## config.mk

```make
export PLATFORM = sky130hd
export DESIGN_NAME = data_memory32_arbiter_flat
export DESIGN_NICKNAME = d
export VERILOG_FILES = /design/src/rtl/data_memory32_arbiter_if.sv /design/src/rtl/data_memory32_arbiter.sv /design/src/flat_wrapper.sv
export SDC_FILE = /design/constraint.sdc
export NUM_CORES = 1
export LEC_CHECK = 0
export CAP_MARGIN = 20
export CORE_AREA = 2 2 106 108
export CTS_CLUSTER_SIZE = 12
export DETAILED_ROUTE_END_ITERATION = 12
export DIE_AREA = 0 0 108 110
export DONT_BUFFER_PORTS = 1
export PLACE_DENSITY = 0.56
export SYNTH_ARGS = -nofsm -noshare
export SYNTH_HDL_FRONTEND = slang
export SYNTH_SLANG_ARGS = --single-unit
```

## constraint.sdc

```tcl
create_clock -name clk -period 4.8 [get_ports clk]
set_input_delay 1.44 -clock clk [delete_from_list [all_inputs] [get_ports clk]]
set_output_delay 1.44 -clock clk [all_outputs]
set_load 0.01 [all_outputs]
```

## src/rtl/data_memory32_arbiter_if.sv

```systemverilog
// Requester-side bus of data_memory32_arbiter: two packed request lanes
// (lane 0 in the low bits) plus the shared registered response.
interface data_memory32_arbiter_if #(
  parameter int DATA_W = 32,
  parameter int ADDR_W = 32
);
  logic [1:0]          req_valid;
  logic [1:0]          req_we;
  logic [2*ADDR_W-1:0] req_addr;
  logic [2*DATA_W-1:0] req_wdata;
  logic [1:0]          req_ready;
  logic [1:0]          resp_valid;
  logic                resp_err;
  logic [DATA_W-1:0]   resp_rdata;

  modport master (
    output req_valid, req_we, req_addr, req_wdata,
    input  req_ready, resp_valid, resp_err, resp_rdata
  );

  modport slave (
    input  req_valid, req_we, req_addr, req_wdata,
    output req_ready, resp_valid, resp_err, resp_rdata
  );
endinterface

```

## src/rtl/data_memory32_arbiter.sv

```systemverilog
// Single-port owner of data_memory32: zero-fills every word after reset or on
// clear request, then grants one access per cycle round-robin with 1-cycle responses.
module data_memory32_arbiter #(
  parameter int DATA_W = 32,
  parameter int ADDR_W = 32,
  parameter int DEPTH  = 1024
) (
  input  logic                   clk,
  input  logic                   rst_n,
  input  logic                   i_clear_req,
  data_memory32_arbiter_if.slave bus,
  output logic                   o_busy,
  output logic                   o_mem_write_enable,
  output logic [ADDR_W-1:0]      o_mem_addr,
  output logic [DATA_W-1:0]      o_mem_write_data,
  input  logic [DATA_W-1:0]      i_mem_read_data
);
  localparam logic [ADDR_W-1:0] DEPTH_A = ADDR_W'(DEPTH);
  localparam logic [ADDR_W-1:0] LAST_A  = ADDR_W'(DEPTH - 1);

  typedef enum logic [0:0] {ST_CLEAR = 1'b0, ST_SERVE = 1'b1} state_t;

  state_t            r_state;
  logic [ADDR_W-1:0] r_clr_cnt;
  logic              r_rr_ptr;
  logic [1:0]        r_resp_valid;
  logic              r_resp_err;
  logic [DATA_W-1:0] r_resp_rdata;

  logic [1:0]        w_grant;
  logic              w_sel;
  logic              w_sel_we;
  logic [ADDR_W-1:0] w_sel_addr;
  logic [DATA_W-1:0] w_sel_wdata;
  logic              w_oor;

  // Grant: single requester wins outright, contention goes to rr_ptr; none while filling or clearing.
  always_comb begin
    w_grant = 2'b00;
    if (r_state == ST_SERVE && !i_clear_req) begin
      case (bus.req_valid)
        2'b01:   w_grant = 2'b01;
        2'b10:   w_grant = 2'b10;
        2'b11:   w_grant = r_rr_ptr ? 2'b10 : 2'b01;
        default: w_grant = 2'b00;
      endcase
    end else begin
      w_grant = 2'b00;
    end
  end

  // Mux the granted lane and range-check its address at full width.
  always_comb begin
    w_sel = w_grant[1];
    if (w_sel) begin
      w_sel_we    = bus.req_we[1];
      w_sel_addr  = bus.req_addr[2*ADDR_W-1:ADDR_W];
      w_sel_wdata = bus.req_wdata[2*DATA_W-1:DATA_W];
    end else begin
      w_sel_we    = bus.req_we[0];
      w_sel_addr  = bus.req_addr[ADDR_W-1:0];
      w_sel_wdata = bus.req_wdata[DATA_W-1:0];
    end
    w_oor = (w_sel_addr >= DEPTH_A);
  end

  // Memory port drive: fill writes in CLEAR, granted access in SERVE; out-of-range never writes.
  always_comb begin
    o_mem_write_enable = 1'b0;
    o_mem_addr         = '0;
    o_mem_write_data   = '0;
    case (r_state)
      ST_CLEAR: begin
        o_mem_write_enable = 1'b1;
        o_mem_addr         = r_clr_cnt;
        o_mem_write_data   = '0;
      end
      ST_SERVE: begin
        if (|w_grant) begin
          o_mem_write_enable = w_sel_we & ~w_oor;
          o_mem_addr         = w_sel_addr;
          o_mem_write_data   = w_sel_wdata;
        end else begin
          o_mem_write_enable = 1'b0;
          o_mem_addr         = '0;
          o_mem_write_data   = '0;
        end
      end
      default: begin
        o_mem_write_enable = 1'b0;
        o_mem_addr         = '0;
        o_mem_write_data   = '0;
      end
    endcase
  end

  // FSM, fill counter, round-robin pointer and registered response.
  always_ff @(posedge clk) begin
    if (!rst_n) begin
      r_state      <= ST_CLEAR;
      r_clr_cnt    <= '0;
      r_rr_ptr     <= 1'b0;
      r_resp_valid <= 2'b00;
      r_resp_err   <= 1'b0;
      r_resp_rdata <= '0;
    end else begin
      r_resp_valid <= w_grant;
      r_resp_err   <= (|w_grant) & w_oor;
      r_resp_rdata <= ((|w_grant) && !w_sel_we && !w_oor) ? i_mem_read_data : '0;
      case (r_state)
        ST_CLEAR: begin
          if (r_clr_cnt == LAST_A) begin
            r_clr_cnt <= '0;
            r_state   <= ST_SERVE;
          end else begin
            r_clr_cnt <= r_clr_cnt + ADDR_W'(1);
          end
        end
        ST_SERVE: begin
          if (i_clear_req) begin
            r_state   <= ST_CLEAR;
            r_clr_cnt <= '0;
          end else if (bus.req_valid == 2'b11) begin
            // Pointer moves only when both lanes competed for the grant.
            r_rr_ptr <= ~r_rr_ptr;
          end else begin
            r_rr_ptr <= r_rr_ptr;
          end
        end
        default: begin
          r_state   <= ST_CLEAR;
          r_clr_cnt <= '0;
        end
      endcase
    end
  end

  assign bus.req_ready  = w_grant;
  assign bus.resp_valid = r_resp_valid;
  assign bus.resp_err   = r_resp_err;
  assign bus.resp_rdata = r_resp_rdata;
  assign o_busy         = (r_state == ST_CLEAR);
endmodule
```

## src/flat_wrapper.sv

```systemverilog
// flat-port wrapper written by rule: the top's interface ports become plain ports
module data_memory32_arbiter_flat 
#(
  parameter int DATA_W = 32,
  parameter int ADDR_W = 32,
  parameter int DEPTH  = 1024
)
  (clk, rst_n, i_clear_req, o_busy, o_mem_write_enable, o_mem_addr, o_mem_write_data, i_mem_read_data, bus_req_valid, bus_req_we, bus_req_addr, bus_req_wdata, bus_req_ready, bus_resp_valid, bus_resp_err, bus_resp_rdata);
  data_memory32_arbiter_if #(.DATA_W(DATA_W), .ADDR_W(ADDR_W)) bus_i ();
  input  logic clk;
  input  logic rst_n;
  input  logic i_clear_req;
  output logic o_busy;
  output logic o_mem_write_enable;
  output logic [ADDR_W-1:0] o_mem_addr;
  output logic [DATA_W-1:0] o_mem_write_data;
  input  logic [DATA_W-1:0] i_mem_read_data;
  input wire logic [$bits(bus_i.req_valid)-1:0] bus_req_valid;
  input wire logic [$bits(bus_i.req_we)-1:0] bus_req_we;
  input wire logic [$bits(bus_i.req_addr)-1:0] bus_req_addr;
  input wire logic [$bits(bus_i.req_wdata)-1:0] bus_req_wdata;
  output wire logic [$bits(bus_i.req_ready)-1:0] bus_req_ready;
  output wire logic [$bits(bus_i.resp_valid)-1:0] bus_resp_valid;
  output wire logic [$bits(bus_i.resp_err)-1:0] bus_resp_err;
  output wire logic [$bits(bus_i.resp_rdata)-1:0] bus_resp_rdata;
  assign bus_i.req_valid = bus_req_valid;
  assign bus_i.req_we = bus_req_we;
  assign bus_i.req_addr = bus_req_addr;
  assign bus_i.req_wdata = bus_req_wdata;
  assign bus_req_ready = bus_i.req_ready;
  assign bus_resp_valid = bus_i.resp_valid;
  assign bus_resp_err = bus_i.resp_err;
  assign bus_resp_rdata = bus_i.resp_rdata;
  data_memory32_arbiter #(.DATA_W(DATA_W), .ADDR_W(ADDR_W), .DEPTH(DEPTH)) u_core (.clk(clk), .rst_n(rst_n), .i_clear_req(i_clear_req), .bus(bus_i), .o_busy(o_busy), .o_mem_write_enable(o_mem_write_enable), .o_mem_addr(o_mem_addr), .o_mem_write_data(o_mem_write_data), .i_mem_read_data(i_mem_read_data));
endmodule
```

==> metrics.md <==
| Metric | Value |
|---|---|
| Seq cells post-synth | 69 |
| Die area | 11900 um^2 |
| DR vias | 4258 |
| Crit start category | input port |
| Area Growth Syn to Fin | 16.6% |
| Max clock buf depth | 2 |
| Drt wl/cell | 20.4 um |
| Global route overflow | 0 |
| Synthesized area | 4020 um^2 |
| Number of cell rows | 38 |
| CP max stage cell | buf_4 |
| Crit path max fanout | 38 |
| Post-route setup slack | 0.471 ns |
| Post-CTS Repair Setup Buffers | 0 |
| CP arrival | 2.89 ns |
| Sequential cell area | 1380 um^2 |
| Max Freq | 0.231 GHz |
| Final setup viols | 0 |
| Initial drt markers | 317 |
| Max_slew headroom | 32.4% |
| GRT Util Overall | 22.5% |
| Outcome | finished, final reports clean |
| I/O Buffers | 0 |
| First-pass GRT wire length | 20300 um |
| Seq/Total Area, Yosys | 34.3% |
| Mapped Cells | 529 |
| Hold_sp | u_core.r_clr_cnt[7] |
| # fillers | 1110 |
| Syn_area_per_cell | 7.60 um^2 |
| CP max stage delay | 0.41 ns |
| Syn nets | 697 |
| Min-delay worst type | flip-flop to flip-flop |
| Most frequent cells in the layout | nand2_1, dfxtp_1, buf_4, a21oi_1, and2_1 |
| R2R Path Start | u_core.r_state |
| Post-cts gate resize count | 0 |
| Final core utilization | 43.8% |
| Vias in the first global route | 3789 |
| DRC viols | 0 |
| Crit-path most repeated cell | buf_4 |
| Crit Reg-Reg Endpoint | u_core.r_clr_cnt[21] |
| XOR/XNOR share of the synthesized area | 0.436% |
| Post-route clock skew | 0.00967 ns |
| Aggregate routed wire length | 14500 um |
| Final TNS setup | 0 ns |
| Endpoints failing hold | 0 |
| Post-DP HPWL | 11200 um |
| Cts-stage hold buffer count | 0 |
| Hold Path Stages | 1 |
| Simple-gate share of the synthesized area | 27.6% |
| Yosys warnings | 0 |
| I/O pin count | 270 |
| Final ANT Viol Nets | 0 |
| Clk sinks | 69 |
| CTS tree | done |
| Number of vias per cell | 6.01 |
| Slew Limit Fails | 0 |
| Largest net degree at the start of global routing | 66 |
| Share of cells above drive strength 1 | 14.3% |
| Worst Hold Path EP | u_core.r_clr_cnt[7] |
| Layout net count | 731 |
| Kind of critical path | input port to output port |
| Max-cap viol count | 0 |
| Dpl ws | 0.482 ns |
| Compound-Gate Fraction of Synth Area | 22.8% |
| Root Buffer | clkbuf_8 |
| Post-synth EDFFs | 0 |
| Commonest non-fill, non-tap cell in the layout | nand2_1 |
| H-Tree Depth | 3 |
| Worst-skew pair later-pin latency | 0.35 ns |
| CP Capture Type | output port |
| WP data required | 3.36 ns |
| Final period util | 90.2% |
| Pleak | 1.94 nW |
| P per Cell Area | 232 nW/um^2 |
| Fin crit period | 4.33 ns |
| Main combinational cell family by area after synthesis | simple AND/OR/NAND/NOR gates |
| Worst vdd ir | 0.203 mV |
| RePlAce Congestion | 0.913 |
| Core area | 10700 um^2 |
| # diodes | 0 |
| RSZ-0062 raised after global routing | no |
| Async set-reset flop share out of synthesis | 0% |
| Clock Pin Slew Worst Setup and Hold Paths | 0.09 ns |
| First-pass iteration count of the detailed router | 5 |
| R2R Setup Slk | 2.25 ns |
| Initial antenna violation count | 0 |
| Total CTS buffers | 9 |
| Initial Utilization | 37.6% |
| Area of the multi-input gates | 2400 um^2 |
| Die width | 108 um |
| Predominant post-synthesis flop cell | dfxtp_1 |
| R2R depth | 7 |
| Adder-cell share of the synthesized area | 0.311% |
| Slew @ Worst Pin | 1.01 ns |
| CP cell instances | and3b_1 > nand2_2 > buf_4 > buf_4 > mux2i_1 > o22ai_1 > buf_4 |
| Die Ht | 110 um |
| Mux cell area share after synthesis | 8.21% |
| Library cells used by synthesis | 47 |
how the worst max path moves through the flow:
stage | from | endpoint | slack [ns]
finish | bus_req_valid[1] | o_mem_addr[28] | 0.47
global placement | bus_req_addr[61] | o_mem_write_enable | 0.49
floorplan | i_clear_req | o_mem_write_data[12] | 0.64
detailed placement | bus_req_valid[1] | o_mem_addr[28] | 0.48
global route | bus_req_valid[1] | o_mem_addr[24] | 0.39
CTS | bus_req_valid[1] | o_mem_addr[28] | 0.48
where the power goes:
part	switching (mW)	internal [mW]	total [mW]
registers	0.00346	0.574	0.577
logic	0.0255	0.0212	0.0467
clock network	0.263	0.201	0.464
cells by family after synthesis:
| kind of cell | count (synthesis) |
|---|---|
| mux | 33 |
| flops | 69 |
| xor+xnor | 2 |
| simple gates | 218 |
| fa+ha+maj | 1 |
| buf+inv | 59 |
| compound gates | 147 |
worst max-delay path: cells and delay by family:
kind / cells / cell delay (ns)
buffers and inverters: 3 / 0.82
muxes: 1 / 0.25
and+or+nand+nor: 2 / 0.28
AOI/OAI and AO/OA: 1 / 0.09
stage by stage:
| step | cells | power [mW] | hold slack (ns) | cell area, um^2 |
|---|---|---|---|---|
| global placement | 692 | 0.636 | 0.478 | 4500 |
| CTS | 708 | 1.10 | 0.506 | 4690 |
| global route | 708 | 1.13 | 0.547 | 4690 |
| detailed placement | 692 | 0.637 | 0.485 | 4500 |
| floorplan | 529 | 0.629 | 0.460 | 4020 |
| finish | 708 | 1.09 | 0.513 | 4690 |
area by class of cell:
| type | count | area share [%] |
|---|---|---|
| tap | 140 | 3.74 |
| clock buffer | 9 | 2.64 |
| multi-input combinational | 401 | 51.3 |
| inverter | 24 | 1.92 |
| timing repair buffer | 58 | 9.56 |
| clock inverter | 7 | 1.39 |
| sequential | 69 | 29.5 |
metal layers:
layer	up-vias	track usage, %	share of wire [%]
met3	26	5.23	8.5
met2	246	37.3	48
li1	2001	-	-
met1	1985	28.5	41
met5	-	0	0
met4	0	8.88	2.3
state kept, by name, summed over array words and instances (netlist names):
| name | count |
|---|---|
| u_core.bus.resp_err | 1 |
| u_core.bus.resp_rdata | 32 |
| u_core.bus.resp_valid | 2 |
| u_core.r_clr_cnt | 32 |
| u_core.r_rr_ptr | 1 |
| u_core.r_state | 1 |
synth_stat cells (all sizes together), types with 19 or more instances:
| library cell | instances | area share [%] |
|---|---|---|
| inv | 23 | 2.1 |
| nor4 | 19 | 3.3 |
| o21ai | 20 | 2.5 |
| clkbuf | 25 | 2.3 |
| dfxtp | 69 | 34 |
| a31oi | 21 | 3.3 |
| and2 | 35 | 5.4 |
| nand2 | 89 | 8.3 |
| a21oi | 48 | 6.1 |
| o22ai | 21 | 3.3 |
| mux2i | 33 | 8.2 |
| nor2 | 19 | 1.8 |
(Power assumes the default switching activity.)
